$ cat config.mk
export PLATFORM = sky130hd
export DESIGN_NAME = sim_status_receiver
export DESIGN_NICKNAME = d
export VERILOG_FILES = /design/src/rtl/sim_link_pkg.sv /design/src/rtl/uart_rx_core.sv /design/src/rtl/sim_status_receiver.sv
export SDC_FILE = /design/constraint.sdc
export NUM_CORES = 1
export LEC_CHECK = 0
export ABC_AREA = 0
export ABC_CLOCK_PERIOD_IN_PS = 3050
export CAP_MARGIN = 25
export CORE_MARGIN = 10
export CORE_UTILIZATION = 30
export CTS_CLUSTER_SIZE = 16
export DETAILED_ROUTE_END_ITERATION = 7
export PLACE_DENSITY = 0.44
export SLEW_MARGIN = 20
export SYNTH_ARGS = -nofsm -noshare
export SYNTH_HDL_FRONTEND = slang
export SYNTH_SLANG_ARGS = --single-unit
$ cat constraint.sdc
create_clock -name clk -period 3.05 [get_ports clk]
set_input_delay 0.61 -clock clk [delete_from_list [all_inputs] [get_ports clk]]
set_output_delay 0.61 -clock clk [all_outputs]
set_load 0.02 [all_outputs]
$ cat src/rtl/sim_link_pkg.sv
// Shared definitions for the simulator UART link: bit timing, detector bit
// positions and receiver FSM state encoding.
package sim_link_pkg;

    localparam int unsigned FRONT_BIT = 0;
    localparam int unsigned LEFT_BIT  = 1;
    localparam int unsigned RIGHT_BIT = 2;
    localparam int unsigned BACK_BIT  = 3;

    typedef enum logic [1:0] {
        ST_IDLE,
        ST_START,
        ST_DATA,
        ST_STOP
    } rx_state_t;

    function automatic int unsigned clks_per_bit(input int unsigned clk_hz, input int unsigned baud);
        return clk_hz / baud;
    endfunction

endpackage

$ cat src/rtl/uart_rx_core.sv
// 8N1 receiver core: rx synchroniser, framing FSM and shift register.
// data holds the last correctly framed byte; valid/frame_err are one-cycle strobes.
module uart_rx_core
    import sim_link_pkg::*;
#(
    parameter int unsigned CLKS_PER_BIT = 10416
) (
    input  logic       clk,
    input  logic       rst,
    input  logic       rx,
    output logic [7:0] data,
    output logic       valid,
    output logic       frame_err,
    output logic       busy
);

    localparam int unsigned CNT_W = $clog2(CLKS_PER_BIT + 1);
    localparam logic [CNT_W-1:0] CNT_FULL = CNT_W'(CLKS_PER_BIT - 1);
    localparam logic [CNT_W-1:0] CNT_HALF = CNT_W'(CLKS_PER_BIT / 2 - 1);

    rx_state_t        state, next_state;
    logic             rx_meta, rx_s, rx_prev;
    logic [CNT_W-1:0] clk_cnt;
    logic [2:0]       bit_idx;
    logic [7:0]       shift;
    logic             cnt_clr, shift_en, load_good, load_bad;

    always_ff @(posedge clk or posedge rst) begin
        if (rst) begin
            state <= ST_IDLE;
        end else begin
            state <= next_state;
        end
    end

    always_comb begin
        next_state = state;
        case (state)
            ST_IDLE:  if (rx_prev && !rx_s) next_state = ST_START;
            ST_START: if (clk_cnt == CNT_HALF) next_state = rx_s ? ST_IDLE : ST_DATA;
            ST_DATA:  if (clk_cnt == CNT_FULL && bit_idx == 3'd7) next_state = ST_STOP;
            ST_STOP:  if (clk_cnt == CNT_FULL) next_state = ST_IDLE;
            default:  next_state = ST_IDLE;
        endcase
    end

    always_comb begin
        cnt_clr   = 1'b0;
        shift_en  = 1'b0;
        load_good = 1'b0;
        load_bad  = 1'b0;
        case (state)
            ST_IDLE:  cnt_clr = 1'b1;
            ST_START: cnt_clr = (clk_cnt == CNT_HALF);
            ST_DATA: begin
                cnt_clr  = (clk_cnt == CNT_FULL);
                shift_en = (clk_cnt == CNT_FULL);
            end
            ST_STOP: begin
                cnt_clr   = (clk_cnt == CNT_FULL);
                load_good = (clk_cnt == CNT_FULL) && rx_s;
                load_bad  = (clk_cnt == CNT_FULL) && !rx_s;
            end
            default: cnt_clr = 1'b1;
        endcase
    end

    assign busy = (state != ST_IDLE);

    // Synchroniser and edge-detect history reset to the idle-high line level
    always_ff @(posedge clk or posedge rst) begin
        if (rst) begin
            rx_meta   <= 1'b1;
            rx_s      <= 1'b1;
            rx_prev   <= 1'b1;
            clk_cnt   <= '0;
            bit_idx   <= '0;
            shift     <= '0;
            data      <= '0;
            valid     <= 1'b0;
            frame_err <= 1'b0;
        end else begin
            rx_meta   <= rx;
            rx_s      <= rx_meta;
            rx_prev   <= rx_s;
            clk_cnt   <= cnt_clr ? '0 : clk_cnt + 1'b1;
            valid     <= load_good;
            frame_err <= load_bad;
            if (state != ST_DATA) begin
                bit_idx <= '0;
            end else if (shift_en) begin
                bit_idx <= bit_idx + 3'd1;
            end
            if (shift_en) begin
                shift <= {rx_s, shift[7:1]};
            end
            if (load_good) begin
                data <= shift;
            end
        end
    end

endmodule

$ cat src/rtl/sim_status_receiver.sv
// Status-byte receiver from the car simulator: decoded obstacle flags and a
// link watchdog on top of the UART receive core.
module sim_status_receiver
    import sim_link_pkg::*;
#(
    parameter int unsigned CLK_FREQ_HZ    = 100_000_000,
    parameter int unsigned BAUD           = 9600,
    parameter int unsigned TIMEOUT_CYCLES = 50_000_000
) (
    input  logic       clk,
    input  logic       rst,
    input  logic       rx,
    output logic [7:0] rec_byte,
    output logic       rec_valid,
    output logic       frame_err,
    output logic       front_blocked,
    output logic       left_blocked,
    output logic       right_blocked,
    output logic       back_blocked,
    output logic       link_ok,
    output logic       busy
);

    localparam int unsigned CLKS_PER_BIT = clks_per_bit(CLK_FREQ_HZ, BAUD);
    localparam int unsigned TMR_W = $clog2(TIMEOUT_CYCLES + 1);
    localparam logic [TMR_W-1:0] TMR_MAX = TMR_W'(TIMEOUT_CYCLES);

    logic [TMR_W-1:0] link_timer;
    logic             seen_good;

    uart_rx_core #(
        .CLKS_PER_BIT(CLKS_PER_BIT)
    ) u_core (
        .clk      (clk),
        .rst      (rst),
        .rx       (rx),
        .data     (rec_byte),
        .valid    (rec_valid),
        .frame_err(frame_err),
        .busy     (busy)
    );

    // rec_byte is itself the held register of the last good byte, so the flags
    // are taken from it and change in the same cycle as rec_valid.
    assign front_blocked = rec_byte[FRONT_BIT];
    assign left_blocked  = rec_byte[LEFT_BIT];
    assign right_blocked = rec_byte[RIGHT_BIT];
    assign back_blocked  = rec_byte[BACK_BIT];

    always_ff @(posedge clk or posedge rst) begin
        if (rst) begin
            link_timer <= '0;
            seen_good  <= 1'b0;
        end else if (rec_valid) begin
            link_timer <= '0;
            seen_good  <= 1'b1;
        end else if (link_timer != TMR_MAX) begin
            link_timer <= link_timer + 1'b1;
        end
    end

    assign link_ok = seen_good && (link_timer < TMR_MAX);

endmodule

==> impl_metrics.ini <==
[drt]
drt-pass1-iter-count = 4
drtIter0Drc = 94
drc = 0
via_per_inst = 4.82
vias = 2271
wire_per_inst_um = 13.6
ant_nets = 0
wirelength_mm = 6.42

[logic_synthesis]
synth_fp_nets = 319
synth-simple-area-share_pct = 22.5
synth_ff_type = dfrtp_1
syn_avg_cell_area_um2 = 10.5
synthAdderAreaFrac_pct = 2.31
synth_xor_area_share_pct = 5.94
synth_seq_cells = 67
syn_area_um2 = 3240
yosysWarningCount = 0
synth_compound_area_share_pct = 7.60
ys_seq_area_share_pct = 51.8
syn_inst = 310
async_flop_share_pct = 100
synthDistinctLibCells = 47
synth_edf_count = 0
synth_top_family_by_area = simple AND/OR/NAND/NOR gates
synthMuxAreaShare_pct = 6.17

[timing]
setup_tns_ps = 0
rsz0062_at_grt = false
drv_slew = 0
worst-slew-pin-transition_ps = 498
fin_skew_ps = 5.38
setup_viol = 0
max_freq_mhz = 382
fin_crit_sh_pct = 85.9
slew-limit-headroom_pct = 66.8
period_needed_ps = 2620
hold_viol_final = 0

[cts]
cts_tree = done
root_buffer = clkbuf_8
postCtsSetupBuffers = 0
ctsResizeCount = 0
clk_pin_slew_ps = 70
clockBufferDepth = 2
clock_sinks = 67
cts_inserted_buffers = 9
clock_latency_ps = 340
h-tree-depth = 3
postCtsHoldBufs = 0

[cells_and_area]
fill_cells = 1075
fin_nets = 339
mostFrequentLayoutCells = dfrtp_1, nor2_1, a21oi_1, clkdlybuf4s50_1
final_area_um2 = 3730
syn_to_final_growth_pct = 15.1
mostFrequentLayoutCell = dfrtp_1
antenna_cells = 0
drive_above_1_share_pct = 14.9

[place]
place_hpwl_mm = 4.32
placed_cell_area_um2 = 3560
place.port_buffers = 18
place_congestion = 0.776

[floorplan]
io_pins = 19
initial_core_util_pct = 31.1
dieWidth_um = 124
die_h_um = 124
coreArea_um2 = 10400
die-area_um2 = 15400
num_rows = 37

[pwr]
ir_worst_vdd_v = 0.000275
seqPwrFrac_pct = 56.1
leakagePower_nw = 1.56
combPwrFrac_pct = 6.8
power.share.clock_pct = 37.2
netSwitchingPower_uw = 475
p_int_mw = 1.27
powerDensity_nw_per_um2 = 468
p_sw_share_pct = 27.2

[global_route]
gr-total-overflow = 0
grt_max_degree = 46
grt_pass1_wl_mm = 11.1
track_usage_pct = 9.06
antenna_found_initial = 0
first_global_vias = 2323

[min_path]
hold_path.class = reg -> reg

[setup_path]
path_delay_family = buffers and inverters
max_stage_delay_ps = 620
path_cells = and3_1 -> nand4_1 -> o21ai_0 -> a21oi_1 -> clkdlybuf4s50_1
worst_ep_required_time_ps = 2440
crit_fanout = 5
startpoint_type = flop
crit_arrival_ps = 2010
cp_slowest_cell = clkdlybuf4s50_1
criticalPathCategory = reg -> out
endpoint_kind = primary output
worst-path-buf-inv = 1

[job]
maxCapViolations = 0

[run_status]
status = completed
==> logic make-up after synthesis <==
kind of cell,Yosys count
AOI/OAI and AO/OA,42
adders and majority gates,6
xor gates and xnor gates,22
muxes,18
DFF,67
buffers and inverters,25
and+or+nand+nor,130
==> synth_stat cells, drive strengths merged (2+ instances only) <==
master,number,area [µm²]
clkbuf,6,22.5
nor3b,2,15.0
buf,7,51.3
and3,3,18.8
nor2,34,133
a22oi,2,15.0
or3,9,58.8
nand4,9,62.6
inv,12,45.0
o21ai,11,55.1
nand2b,2,12.5
and2,2,12.5
ha,6,75.1
dfrtp,64,1600
o31ai,7,52.6
or2,2,12.5
a21oi,18,90.1
nand3,13,75.1
mux2i,2,20.0
xnor2,17,149
nor2b,2,12.5
xor2,5,43.8
or4,8,63.8
nor3,10,50.1
dfstp,3,78.8
nand2,17,63.8
and4b,2,20.0
mux2,16,180
nor4bb,3,30.0
nor4,6,37.5
==> per-stage QoR <==
stage / worst slack (ps) / utilization (%) / hold slack, ps / power [mW] / std cells
final: 429 / 35.8 / 359 / 1.75 / 471
after global routing: 294 / 35.8 / 366 / 1.85 / 471
after CTS: 376 / 35.8 / 360 / 1.79 / 471
after detailed placement: 767 / 34.2 / 349 / 1.12 / 455
after global placement: 804 / 34.2 / 347 / 1.12 / 455
after floorplan: 762 / - / 345 / 1.07 / 310
==> area by class of cell <==
type,instances,area (µm²),area share (%)
tap,136,170,4.56
sequential,67,1680,45.0
inverter,12,45.0,1.21
clock buffer,10,128,3.42
timing repair buffer,22,223,5.97
clock inverter,6,42.5,1.14
multi-input combinational,218,1440,38.7
==> state kept, by name (all words and copies together), names as in the netlist, 3 cells and up, named ones only <==
register and cells:
u_core.clk_cnt 14, u_core.bit_idx 3, u_core.shift 8, link_timer 26
u_core.data 8
==> worst paths after layout <==
kind	slack, ps	cells after the start	to	from
min reg2reg	360	0	u_core.rx_s	u_core.rx_meta
min	360	0	u_core.rx_s	u_core.rx_meta
min in group asynchronous	610	2	u_core.data[3]	rst
max reg2reg	820	5	link_timer[18]	link_timer[0]
max in group asynchronous	1820	3	link_timer[12]	rst
max	430	5	link_ok	link_timer[13]
==> power groups by stage <==
stage / Combinational, mW / Clock (mW) / Sequential [mW]
global placement: 0.123 / 0 / 0.998
finish: 0.119 / 0.649 / 0.980
CTS: 0.123 / 0.683 / 0.980
global route: 0.141 / 0.726 / 0.986
floorplan: 0.0902 / 0 / 0.983
detailed placement: 0.122 / 0 / 0.998
==> layer usage <==
| metal | GRT usage [%] | wire (µm) | up-vias |
|---|---|---|---|
| li1 | - | - | 1134 |
| met4 | 3.88 | 97 | 0 |
| met2 | 14.8 | 3140 | 20 |
| met3 | 3.26 | 212 | 10 |
| met5 | 0 | 0 | - |
| met1 | 10.6 | 2970 | 1107 |
Note: power is estimated with default switching activity, not from simulation.
